File: config.mk
export PLATFORM = sky130hd
export DESIGN_NAME = lif_tdm_scheduler_flat
export DESIGN_NICKNAME = d
export VERILOG_FILES = /design/src/rtl/lif_tdm_if.sv /design/src/rtl/lif_tdm_scheduler.sv /design/src/flat_wrapper.sv
export SDC_FILE = /design/constraint.sdc
export NUM_CORES = 1
export LEC_CHECK = 0
export ABC_AREA = 1
export ABC_CLOCK_PERIOD_IN_PS = 2700
export CAP_MARGIN = 5
export CORE_ASPECT_RATIO = 1.5
export CORE_MARGIN = 3
export CORE_UTILIZATION = 40
export CTS_BUF_LIST = sky130_fd_sc_hd__clkbuf_4 sky130_fd_sc_hd__clkbuf_8
export DETAILED_ROUTE_END_ITERATION = 16
export GPL_ROUTABILITY_DRIVEN = 0
export PLACE_DENSITY_LB_ADDON = 0.08
export SYNTH_ARGS = -nofsm -noshare
export SYNTH_HDL_FRONTEND = slang
export SYNTH_SLANG_ARGS = --single-unit
File: constraint.sdc
create_clock -name clk -period 2.7 [get_ports clk]
set_input_delay 0.675 -clock clk [delete_from_list [all_inputs] [get_ports clk]]
set_output_delay 0.675 -clock clk [all_outputs]
set_load 0.03 [all_outputs]
File: src/rtl/lif_tdm_if.sv
// Handshake bundle for lif_tdm_scheduler: packed input-current vector in, spike vector out.
interface lif_tdm_if #(
  parameter int N_NEURON = 8,
  parameter int V_SIZE   = 8
);
  logic                       in_valid;
  logic                       in_ready;
  logic [N_NEURON*V_SIZE-1:0] in_data;
  logic                       out_valid;
  logic                       out_ready;
  logic [N_NEURON-1:0]        out_spikes;

  modport master (
    output in_valid, in_data, out_ready,
    input  in_ready, out_valid, out_spikes
  );

  modport slave (
    input  in_valid, in_data, out_ready,
    output in_ready, out_valid, out_spikes
  );
endinterface

File: src/rtl/lif_tdm_scheduler.sv
// Time-multiplexed LIF layer: one shared update datapath walks all neurons of a timestep,
// a read stage (p0, cur_idx) followed by a compute/write-back stage (p1).
module lif_tdm_scheduler #(
  parameter int N_NEURON  = 8,
  parameter int V_SIZE    = 8,
  parameter int THRESHOLD = 100,
  parameter int V_LEAK    = 1,
  parameter int IDX_W     = 3
) (
  input  logic             clk,
  input  logic             rst,
  lif_tdm_if.slave         bus,
  output logic             busy,
  output logic [IDX_W-1:0] cur_idx
);

  localparam logic [V_SIZE-2:0] THR  = (V_SIZE-1)'(THRESHOLD);
  localparam logic [V_SIZE-1:0] LEAK = V_SIZE'(V_LEAK);
  localparam logic [IDX_W-1:0]  LAST = IDX_W'(N_NEURON-1);

  typedef enum logic [1:0] {IDLE, RUN, DONE} state_t;

  state_t                     state_q, state_d;
  logic [IDX_W-1:0]           idx_q, idx_d;
  logic                       iss_q, iss_d;
  logic                       accept;

  logic [N_NEURON*V_SIZE-1:0] x_q;
  logic                       vld_p1_q;
  logic [IDX_W-1:0]           idx_p1_q;
  logic signed [V_SIZE-1:0]   x_p1_q;
  logic [V_SIZE-2:0]          v_p1_q;
  logic [V_SIZE-2:0]          u_p1;
  logic                       fire_p1;

  logic [V_SIZE-2:0]          v_q [N_NEURON];
  logic [N_NEURON-1:0]        acc_q, acc_d;
  logic [N_NEURON-1:0]        spk_q;

  // Integrate, leak, then clamp: overflow saturates (leak skipped), negative results floor at 0.
  function automatic logic [V_SIZE-2:0] lif_update(input logic signed [V_SIZE-1:0] x,
                                                   input logic [V_SIZE-2:0]        v);
    logic signed [V_SIZE-1:0] p;
    logic signed [V_SIZE-1:0] s;
    logic [V_SIZE-2:0]        u;
    p = $signed({1'b0, v}) + x;
    s = p - $signed(LEAK);
    if (!x[V_SIZE-1] && p[V_SIZE-1]) begin
      u = '1;
    end else if (p[V_SIZE-1] || s[V_SIZE-1]) begin
      u = '0;
    end else begin
      u = s[V_SIZE-2:0];
    end
    return u;
  endfunction

  assign accept         = (state_q == IDLE) && bus.in_valid;
  assign bus.in_ready   = (state_q == IDLE);
  assign bus.out_valid  = (state_q == DONE);
  assign bus.out_spikes = spk_q;
  assign busy           = (state_q != IDLE);
  assign cur_idx        = (state_q == RUN && iss_q) ? idx_q : '0;

  always_comb begin
    state_d = state_q;
    idx_d   = idx_q;
    iss_d   = iss_q;
    unique case (state_q)
      IDLE: begin
        if (bus.in_valid) begin
          state_d = RUN;
          idx_d   = '0;
          iss_d   = 1'b1;
        end
      end
      RUN: begin
        if (iss_q) begin
          if (idx_q == LAST) begin
            iss_d = 1'b0;
          end else begin
            idx_d = idx_q + IDX_W'(1);
          end
        end else begin
          // Drain cycle: the last neuron is written back as we enter DONE.
          state_d = DONE;
        end
      end
      DONE: begin
        if (bus.out_ready) begin
          state_d = IDLE;
        end
      end
      default: state_d = IDLE;
    endcase
  end

  // p1: compute the update for the neuron read in p0
  assign u_p1    = lif_update(x_p1_q, v_p1_q);
  assign fire_p1 = (u_p1 >= THR);

  always_comb begin
    acc_d = acc_q;
    if (vld_p1_q) begin
      acc_d[idx_p1_q] = fire_p1;
    end
  end

  always_ff @(posedge clk) begin
    if (rst) begin
      state_q  <= IDLE;
      idx_q    <= '0;
      iss_q    <= 1'b0;
      vld_p1_q <= 1'b0;
      acc_q    <= '0;
      spk_q    <= '0;
      for (int i = 0; i < N_NEURON; i++) begin
        v_q[i] <= '0;
      end
    end else begin
      state_q  <= state_d;
      idx_q    <= idx_d;
      iss_q    <= iss_d;
      vld_p1_q <= (state_q == RUN) && iss_q;
      acc_q    <= accept ? '0 : acc_d;
      if (state_q == RUN && !iss_q) begin
        spk_q <= acc_d;
      end
      if (vld_p1_q) begin
        v_q[idx_p1_q] <= fire_p1 ? '0 : u_p1;
      end
    end
  end

  // p0: latch the vector on accept, then read one neuron's input and voltage per cycle
  always_ff @(posedge clk) begin
    if (accept) begin
      x_q <= bus.in_data;
    end
    x_p1_q   <= $signed(x_q[int'(idx_q)*V_SIZE +: V_SIZE]);
    v_p1_q   <= v_q[idx_q];
    idx_p1_q <= idx_q;
  end

endmodule

File: src/flat_wrapper.sv
// flat-port wrapper written by rule: the top's interface ports become plain ports
module lif_tdm_scheduler_flat 
#(
  parameter int N_NEURON  = 8,
  parameter int V_SIZE    = 8,
  parameter int THRESHOLD = 100,
  parameter int V_LEAK    = 1,
  parameter int IDX_W     = 3
)
  (clk, rst, busy, cur_idx, bus_in_valid, bus_in_data, bus_out_ready, bus_in_ready, bus_out_valid, bus_out_spikes);
  lif_tdm_if #(.N_NEURON(N_NEURON), .V_SIZE(V_SIZE)) bus_i ();
  input  logic clk;
  input  logic rst;
  output logic busy;
  output logic [IDX_W-1:0] cur_idx;
  input wire logic [$bits(bus_i.in_valid)-1:0] bus_in_valid;
  input wire logic [$bits(bus_i.in_data)-1:0] bus_in_data;
  input wire logic [$bits(bus_i.out_ready)-1:0] bus_out_ready;
  output wire logic [$bits(bus_i.in_ready)-1:0] bus_in_ready;
  output wire logic [$bits(bus_i.out_valid)-1:0] bus_out_valid;
  output wire logic [$bits(bus_i.out_spikes)-1:0] bus_out_spikes;
  assign bus_i.in_valid = bus_in_valid;
  assign bus_i.in_data = bus_in_data;
  assign bus_i.out_ready = bus_out_ready;
  assign bus_in_ready = bus_i.in_ready;
  assign bus_out_valid = bus_i.out_valid;
  assign bus_out_spikes = bus_i.out_spikes;
  lif_tdm_scheduler #(.N_NEURON(N_NEURON), .V_SIZE(V_SIZE), .THRESHOLD(THRESHOLD), .V_LEAK(V_LEAK), .IDX_W(IDX_W)) u_core (.clk(clk), .rst(rst), .bus(bus_i), .busy(busy), .cur_idx(cur_idx));
endmodule
==> results.py, run 1 <==
metrics = {
    "synth": {
        "ys_ff_latch": 161,
        "ys_seq_area_share_pct": 64.8,
        "synth_most_common_cell": "nor2_1",
        "synth-edff-count": 120,
        "synth_area_sq_um": 6820,
        "synth_common_cells": "nor2_1, edfxtp_1, nand2_1, o21ai_0, dfxtp_1",
        "netlist_top_cells_area": "edfxtp_1, dfxtp_1, nor2_1, o21ai_0, nand2_1",
        "yosys_most_used_dff": "edfxtp_1",
        "synthArstFlopShare_pct": 0,
        "ys_warn_count": 0,
        "synth.largest_area_cell": "edfxtp_1",
        "syn_avg_cell_area_sq_um": 10.0,
        "synth_top_area_share_pct": 52.8,
        "synth.distinct_cells": 32,
        "synth_nets": 760,
        "synthCells": 680,
    },
    "detailed_routing": {
        "drt-initial-drc-count": 296,
        "drt_wl_total_mm": 17.1,
        "viasPerCell": 5.07,
        "wl_per_cell_um": 16.7,
        "first_pass_iters": 5,
        "num_vias": 5178,
        "drc": 0,
        "ant_nets": 0,
    },
    "cts": {
        "cts.path.max_buffers": 2,
        "htreeDepth": 4,
        "cts_sinks": 161,
        "clk_latency_ns": 0.44,
        "cts_tree": "built",
        "postCtsHoldBufs": 0,
        "cts_root_buffer": "clkbuf_8",
        "path_clk_slew_ns": 0.08,
        "cts_buffers": 17,
    },
    "timing": {
        "setup_viol": 39,
        "finalHoldViolCount": 0,
        "fmax_mhz": 363,
        "final.setup.tns_ns": -0.804,
        "finalClockSkew_ns": 0.00831,
        "timing.final.ws_setup_ns": -0.0554,
        "worst_pin_slew_ns": 0.442,
        "timing.final.crit_period_ns": 2.76,
        "timing.hold.ws_ns": 0.390,
        "max_slew_margin_pct": 70.2,
        "rsz0062_at_grt": "true",
        "maxSlewViolCount": 0,
        "period_share_pct": 102,
    },
    "placed_design": {
        "portBuffers": 81,
        "hpwl_mm": 11.5,
        "placed_cells": 983,
        "placed_cell_area_sq_um": 8110,
    },
    "global_routing": {
        "grt_use_total_pct": 18.4,
        "antenna_found_initial": 0,
        "grt_max_degree": 65,
        "grt_pass1_wl_mm": 26.8,
        "grt_pass1_vias": 5412,
        "gr-total-overflow": 0,
    },
    "layout": {
        "final_nets": 882,
        "area_growth_pct": 29.4,
        "stdcell_area_sq_um": 8830,
        "antenna_cells": 0,
        "layout.cells.non_filler": 1021,
        "drive_above_1_share_pct": 21.0,
    },
    "setup_path": {
        "critPathCaptureType": "flop",
        "criticalPathCategory": "flop to flop",
        "cp_num_buf_inv": 3,
        "cpLargestDelayFamily": "simple AND/OR/NAND/NOR gates",
        "crit_chain": "ha_4, inv_2, fa_1, ha_2, inv_2, a21oi_4, nand3_2, nor2_2, nand2_1, nand2_1, nand2_1, nor2_2, nor2_2, nor2_2, nand2_4, o21ai_2, buf_6, nor2_1",
        "crit_top_cell": "nor2_2",
        "required_ns": 2.89,
        "cp.arrival_ns": 2.95,
        "critPathMaxStageDelay_ns": 0.51,
        "start_kind": "flop",
        "path_max_fanout": 8,
        "slowest_stage": "fa_1",
    },
    "power": {
        "power.ir.vdd_worst_mv": 0.464,
        "powerDensity_nw_per_um2": 827,
        "leakagePower_nw": 3.34,
        "power_mw": 7.30,
    },
    "outcome": {
        "status": "finished, violations left",
        "violations": "negative setup slack",
    },
    "floorplan": {
        "ios": 82,
        "rows": 57,
        "die_area_sq_um": 18700,
        "die_w_um": 113,
        "core_area_sq_um": 16500,
        "initial_core_util_pct": 41.4,
        "die-height_um": 166,
    },
    "worst_hold_path": {
        "hold_path.class": "flop to flop",
    },
    "run": {
        "cap_violations": 0,
    },
}
-- layout make-up --
type | instances | area, sq um
clock buffers | 19 | 249
well taps | 206 | 258
multi-input cells | 454 | 2370
fillers | 1480 | 7650
repair buffers | 129 | 1210
inverters | 39 | 150
flip-flops and latches | 161 | 4430
clock inverters | 13 | 161
-- flip-flops by register name, summed over array words and instances, names as in the netlist --
name / cells
u_core.bus.out_spikes: 8
u_core.x_p1_q: 8
u_core.v_p1_q: 7
u_core.v_q: 56
u_core.state_q: 2
u_core.vld_p1_q: 1
u_core.idx_q: 3
u_core.acc_q: 8
u_core.iss_q: 1
u_core.idx_p1_q: 3
u_core.x_q: 64
-- through the flow --
step           setup WS (ns)  utilization (%)
4_1_cts              -0.0840             52.5
2_1_floorplan         0.0874                -
3_3_place_gp          -0.126             49.3
6_report             -0.0554             53.6
3_5_place_dp          -0.147             49.3
5_1_grt               -0.202             53.6
-- worst paths after layout --
path              cells after the start            endpoint  slack, ns             start
setup / recovery                     18    u_core.v_q[2][6]      -0.06  u_core.v_p1_q[0]
hold / removal                        0  u_core.idx_p1_q[2]       0.39   u_core.idx_q[2]
setup reg to reg                     18    u_core.v_q[2][6]      -0.06  u_core.v_p1_q[0]
hold reg to reg                       0  u_core.idx_p1_q[2]       0.39   u_core.idx_q[2]
-- layout by cell type (no fill, tap or decap), drive strengths merged, types with 5 or more instances in the layout --
| cell type | instances |
|---|---|
| nor2 | 196 |
| edfxtp | 120 |
| nand2 | 86 |
| clkdlybuf4s50 | 78 |
| o21ai | 73 |
| buf | 50 |
| dfxtp | 41 |
| inv | 37 |
| clkbuf | 19 |
| nand3 | 17 |
| a21oi | 17 |
| o22ai | 15 |
| a31oi | 15 |
| ha | 11 |
| clkinv | 10 |
| or2 | 8 |
| nand4 | 5 |
-- metal layers --
layer / track usage [%] / up-vias / part of all wire (%)
met5: 0 / - / 0
li1: - / 2559 / -
met1: 20.7 / 2481 / 41
met4: 7.58 / 0 / 2.5
met3: 3.90 / 21 / 3.6
met2: 33.1 / 117 / 53
-- where the power goes --
group	switching (mW)	internal [mW]	leakage, nW	total [mW]
registers	0.0848	2.85	1.53	2.94
logic	1.52	1.03	1.60	2.55
clock network	0.876	0.937	0.211	1.81
-- timing repair --
| item | CTS | global route |
|---|---|---|
| buffers inserted | 3 | 3 |
| setup endpoints to repair | 73 | 72 |
| resized for setup | 35 | 43 |
| pin swaps | 6 | 20 |
-- logic make-up (layout without fill, tap and decap cells) --
kind of cell / Yosys count / in the layout / share of synthesized area [%]
AO/OA/AOI/OAI: 126 / 126 / 10.5
XOR/XNOR: 2 / 2 / 0.257
adder cells (fa/ha/maj): 12 / 12 / 2.31
buffers and inverters: 65 / 200 / 3.69
flip-flops: 161 / 161 / 64.8
AND/OR/NAND/NOR: 314 / 314 / 18.4
Power figures use the tool's default switching activity.
==> run 2, diff against run 1 <==
- CORE_MARGIN: 3 -> 1.5
- SETUP_SLACK_MARGIN: unset -> 0.15
==> run 2 against run 1 <==
Effect of this change:
- the flow still finishes with violations (negative setup slack)
- critical endpoint is now u_core.v_q[3][5]
- cell count about the same
- global-route usage grew 1.3 points
- highest routed layer unchanged
- critical path depth unchanged
- setup slack worse by 0.012 ns
- non-clock buffer count shrank 3
- first-iteration DRC count is 20% lower
- combinational power is 10% higher
- sequential power about the same
==> results.py, run 2 (synthesis results as in run 1) <==
metrics = {
    "outcome": {
        "status": "finished, violations left",
        "violations": "negative setup slack",
    },
    "worst_hold_path": {
        "hold_path.class": "flop to flop",
        "holdPathStages": 0,
        "holdPathEnd": "u_core.idx_p1_q[2]",
        "min_from": "u_core.idx_q[2]",
    },
    "power": {
        "powerDensity_nw_per_um2": 861,
        "leakagePower_nw": 3.36,
        "power.ir.vdd_worst_mv": 0.459,
    },
    "floorplan": {
        "die-height_um": 163,
        "die_area_sq_um": 17900,
        "initial_core_util_pct": 40.7,
        "core_area_sq_um": 16800,
        "die_w_um": 110,
        "rows": 58,
        "ios": 82,
    },
    "cts": {
        "cts_tree": "built",
        "path_clk_slew_ns": 0.08,
        "clk_latency_ns": 0.45,
        "cts_sinks": 161,
        "htreeDepth": 4,
        "cts_root_buffer": "clkbuf_8",
        "postCtsHoldBufs": 0,
        "cts_buffers": 17,
        "cts.path.max_buffers": 2,
    },
    "timing": {
        "timing.final.ws_setup_ns": -0.0674,
        "maxSlewViolCount": 0,
        "setup_viol": 50,
        "finalHoldViolCount": 0,
        "fmax_mhz": 361,
        "rsz0062_at_grt": "true",
        "max_slew_margin_pct": 66.8,
        "worst_pin_slew_ns": 0.498,
        "finalClockSkew_ns": 0.0134,
        "period_share_pct": 102,
        "final.setup.tns_ns": -1.87,
        "timing.final.crit_period_ns": 2.77,
    },
    "setup_path": {
        "cpLargestDelayFamily": "simple AND/OR/NAND/NOR gates",
        "startpoint": "u_core.v_p1_q[0]",
        "slowest_stage": "fa_1",
        "criticalPathCategory": "flop to flop",
        "r2r-start": "u_core.v_p1_q[0]",
        "r2r_slack_ns": -0.07,
        "path_max_fanout": 8,
        "crit_chain": "ha_4, inv_2, fa_1, ha_2, inv_2, a21oi_2, nand3_2, nor2_2, nand2_1, nand2_1, nand2_2, nor2_4, nor2_2, nor2_2, nand2_4, buf_8, nand2_8, nor2_4",
        "rr_worst_depth": 18,
        "crit_top_cell": "nor2_2",
        "critPathCaptureType": "flop",
        "r2r-end": "u_core.v_q[3][5]",
        "required_ns": 2.91,
        "cp_num_buf_inv": 3,
        "start_kind": "flop",
        "cp.arrival_ns": 2.97,
        "critPathMaxStageDelay_ns": 0.51,
    },
    "global_routing": {
        "grt_util_met2_pct": 37.1,
        "grt_pass1_vias": 5301,
        "antenna_found_initial": 0,
        "grt_pass1_wl_mm": 26.2,
        "grtUsageMet1_pct": 20.8,
        "gr-total-overflow": 0,
        "use_met3_pct": 4.28,
        "busiest_layer": "met2",
        "grt_max_degree": 58,
        "grt_use_total_pct": 19.6,
    },
    "layout": {
        "area_growth_pct": 31.0,
        "drive_above_1_share_pct": 20.7,
        "layout_common_cells": "nor2_1, edfxtp_1, clkdlybuf4s50_1, o21ai_0, nand2_1",
        "layout_commonest_cell": "nor2_1",
        "largest_register_ffs": 64,
        "antenna_cells": 0,
        "regMostFlops": "u_core.x_q",
        "top_regs": "u_core.x_q x64, u_core.v_q x56",
        "stdcell_area_sq_um": 8940,
        "layout.cells.non_filler": 1022,
        "fillers": 1548,
        "final_nets": 879,
    },
    "detailed_routing": {
        "drc": 0,
        "drt-initial-drc-count": 236,
        "viasPerCell": 5.10,
        "wl_per_cell_um": 16.5,
        "drt_wl_total_mm": 16.9,
        "first_pass_iters": 5,
        "num_vias": 5209,
        "ant_nets": 0,
    },
    "placed_design": {
        "portBuffers": 81,
        "placed_cell_area_sq_um": 8140,
        "placed_cells": 983,
        "hpwl_mm": 11.7,
    },
    "run": {
        "cap_violations": 0,
    },
}
## run 2: cell types whose count changed in the layout (fill, tap and decap cells not counted), sizes merged
cell / previous run / this run
clkinv: 10 / 5
buf: 50 / 46
inv: 37 / 41
clkbuf: 19 / 21
bufinv: 3 / 4
clkdlybuf4s18: 0 / 1
clkinvlp: 2 / 1
dlygate4sd2: 1 / 0
## run 2: worst max-delay path by stage
stage	end	slack, ns	depth (start not counted)
6_report	u_core.v_q[3][5]	-0.07	18
5_1_grt	u_core.v_q[3][5]	-0.26	18
4_1_cts	u_core.v_q[3][6]	-0.06	18
3_5_place_dp	u_core.v_q[4][5]	-0.06	18
3_3_place_gp	u_core.v_q[6][3]	-0.02	18
2_1_floorplan	u_core.v_q[0][6]	0.11	17
## run 2: per-layer routing
layer	part of all wire, %	routed length (um)	up-vias
li1	-	-	2558
met1	39	6610	2539
met2	56	9440	87
met3	2.8	477	25
met4	2.2	374	0
met5	0	0	-
## run 2: metrics by stage
stage               hold WS (ns)  total power [mW]  setup slack [ns]  util (%)
floorplan                  0.354              4.24             0.111         -
global placement           0.378              5.24           -0.0234      48.6
detailed placement         0.381              5.26           -0.0643      48.6
CTS                        0.390              7.31           -0.0581      51.5
global route               0.401              8.10            -0.257      53.3
finish                     0.392              7.70           -0.0674      53.3
## run 2: cell type report
class                           count  area [sq um]  share of cell area [%]
Clock buffer                       20           263                    2.94
Clock inverter                     12           178                    1.99
Inverter                           39           150                    1.68
Multi-Input combinational cell    454          2420                    27.1
Sequential cell                   161          4430                    49.6
Tap cell                          210           263                    2.94
Timing Repair Buffer              126          1230                    13.7
## run 2: repair_timing
| action | in CTS | in global routing |
|---|---|---|
| setup buffers | 1 | 5 |
| pin swaps | 4 | 16 |
| setup endpoints to repair | 73 | 73 |
| cloned | 0 | 1 |
| gates resized for setup | 11 | 71 |
## run 2: power by group
part	total, mW	leakage, nW	internal, mW	switching, mW
registers	2.94	1.53	2.86	0.0847
clock network	1.95	0.230	1.06	0.889
logic	2.81	1.60	1.17	1.63
total	7.70	3.36	5.09	2.61
==> run 3, diff against run 2 <==
- ABC_CLOCK_PERIOD_IN_PS: 2700 -> 3250
- CORE_UTILIZATION: 40 -> 25
- clock period: 2.7 -> 3.25 ns (I/O delays scaled with it)
==> run 3 against run 2 <==
Effect of this change:
- non-clock buffer count is 28 lower
- the run now ends clean
- hold slack better by 0.0016 ns
- sequential share of layout area is 2.5 points higher
==> results.py, run 3 (synthesis results as in run 1) <==
metrics = {
    "global_routing": {
        "grt_max_degree": 63,
        "grt_pass1_vias": 5234,
        "gr-total-overflow": 0,
        "grt_pass1_wl_mm": 29.4,
        "grt_use_total_pct": 14.2,
        "antenna_found_initial": 0,
    },
    "setup_path": {
        "crit_chain": "ha_2, inv_1, fa_1, inv_1, nand2_1, a21oi_2, nand3_1, nor2_2, nand2_1, nand2_1, nand3_1, nand2_1, inv_2, nor2_1, nand2_2, o21ai_1, buf_4, nor2_1",
        "required_ns": 3.45,
        "critPathMaxStageDelay_ns": 0.37,
        "cp.arrival_ns": 3.08,
        "path_max_fanout": 8,
        "criticalPathCategory": "flop to flop",
        "critPathCaptureType": "flop",
        "crit_top_cell": "nand2_1",
        "slowest_stage": "fa_1",
        "start_kind": "flop",
    },
    "layout": {
        "layout_commonest_cell": "nor2_1",
        "final_nets": 851,
        "stdcell_area_sq_um": 8490,
        "antenna_cells": 0,
        "largest_register_ffs": 64,
        "area_growth_pct": 24.5,
        "layout_common_cells": "nor2_1, edfxtp_1, nand2_1, clkdlybuf4s50_1, o21ai_0",
        "top_regs": "u_core.x_q x64, u_core.v_q x56",
        "drive_above_1_share_pct": 10.7,
        "regMostFlops": "u_core.x_q",
    },
    "timing": {
        "finalHoldViolCount": 0,
        "timing.final.crit_period_ns": 2.88,
        "worst_pin_slew_ns": 0.673,
        "fmax_mhz": 348,
        "setup_viol": 0,
        "rsz0062_at_grt": "false",
        "finalClockSkew_ns": 0.00950,
        "period_share_pct": 88.5,
        "final.setup.tns_ns": 0,
        "max_slew_margin_pct": 55.2,
        "maxSlewViolCount": 0,
    },
    "detailed_routing": {
        "drt-initial-drc-count": 297,
        "ant_nets": 0,
        "first_pass_iters": 4,
        "wl_per_cell_um": 16.9,
        "drc": 0,
        "viasPerCell": 4.46,
        "drt_wl_total_mm": 18.9,
        "num_vias": 5004,
    },
    "cts": {
        "cts_sinks": 161,
        "postCtsSetupBuffers": 0,
        "cts.path.max_buffers": 2,
        "cts_root_buffer": "clkbuf_8",
        "cts_tree": "built",
        "clk_latency_ns": 0.46,
        "htreeDepth": 4,
        "path_clk_slew_ns": 0.08,
        "cts_buffers": 17,
    },
    "floorplan": {
        "die_area_sq_um": 28300,
        "ios": 82,
        "die_w_um": 138,
        "core_area_sq_um": 26700,
        "rows": 73,
        "initial_core_util_pct": 25.6,
        "die-height_um": 205,
    },
    "placed_design": {
        "hpwl_mm": 13.0,
        "placed_cell_area_sq_um": 8100,
        "portBuffers": 81,
    },
    "power": {
        "powerDensity_nw_per_um2": 663,
        "leakagePower_nw": 3.17,
        "power_mw": 5.63,
        "power.ir.vdd_worst_mv": 0.350,
    },
    "outcome": {
        "status": "completed",
    },
    "worst_hold_path": {
        "hold_path.class": "flop to flop",
    },
    "run": {
        "cap_violations": 0,
    },
}
==> run 3: worst paths after layout <==
kind	from	to	slack (ns)	depth (start not counted)
max	u_core.x_p1_q[0]	u_core.v_q[6][6]	0.37	18
min	u_core.idx_q[2]	u_core.idx_p1_q[2]	0.39	0
max reg2reg	u_core.x_p1_q[0]	u_core.v_q[6][6]	0.37	18
min reg2reg	u_core.idx_q[2]	u_core.idx_p1_q[2]	0.39	0
==> run 3: per-stage QoR <==
step	hold WS (ns)	util [%]	worst slack, ns	std cells
6_report	0.394	31.8	0.374	1121
5_1_grt	0.401	31.8	0.142	1121
4_1_cts	0.397	31.8	0.158	1121
3_5_place_dp	0.385	30.4	0.331	1089
3_3_place_gp	0.381	30.4	0.312	1089
2_1_floorplan	0.354	-	0.548	680
==> run 3: layout make-up <==
| type | instances | area (sq um) |
|---|---|---|
| well taps | 337 | 422 |
| clock inverters | 13 | 120 |
| clock buffers | 19 | 249 |
| multi-input cells | 454 | 2170 |
| repair buffers | 98 | 961 |
| fillers | 2817 | 18200 |
| flip-flops and latches | 161 | 4430 |
| inverters | 39 | 146 |
==> run 3: per-layer routing <==
layer  vias up  wire [um]  global-route usage, %
li1       2498          -                      -
met5         -          0                      0
met1      2420       8120                   16.6
met4         0        255                   4.58
met2        71      10100                   25.8
met3        15        429                   2.59
==> run 3: critical path, delay by kind of cell, from the launching register on <==
| kind | cells | cell delay [ns] |
|---|---|---|
| AOI/OAI and AO/OA | 2 | 0.34 |
| adders and majority gates | 2 | 0.57 |
| buffers and inverters | 4 | 0.42 |
| DFF | 1 | 0.33 |
| and+or+nand+nor | 10 | 0.95 |
==> run 3: what timing repair did <==
item | CTS | global route
gates resized for setup | 0 | 8
hold buffers | 0 | 0
endpoints found under the setup margin | 0 | 73
==> run 3: report_power, final <==
group | switching (mW) | internal (mW) | leakage (nW) | total [mW]
Clock | 0.739 | 0.684 | 0.188 | 1.42
Sequential | 0.0588 | 2.37 | 1.53 | 2.43
Combinational | 1.17 | 0.612 | 1.46 | 1.78
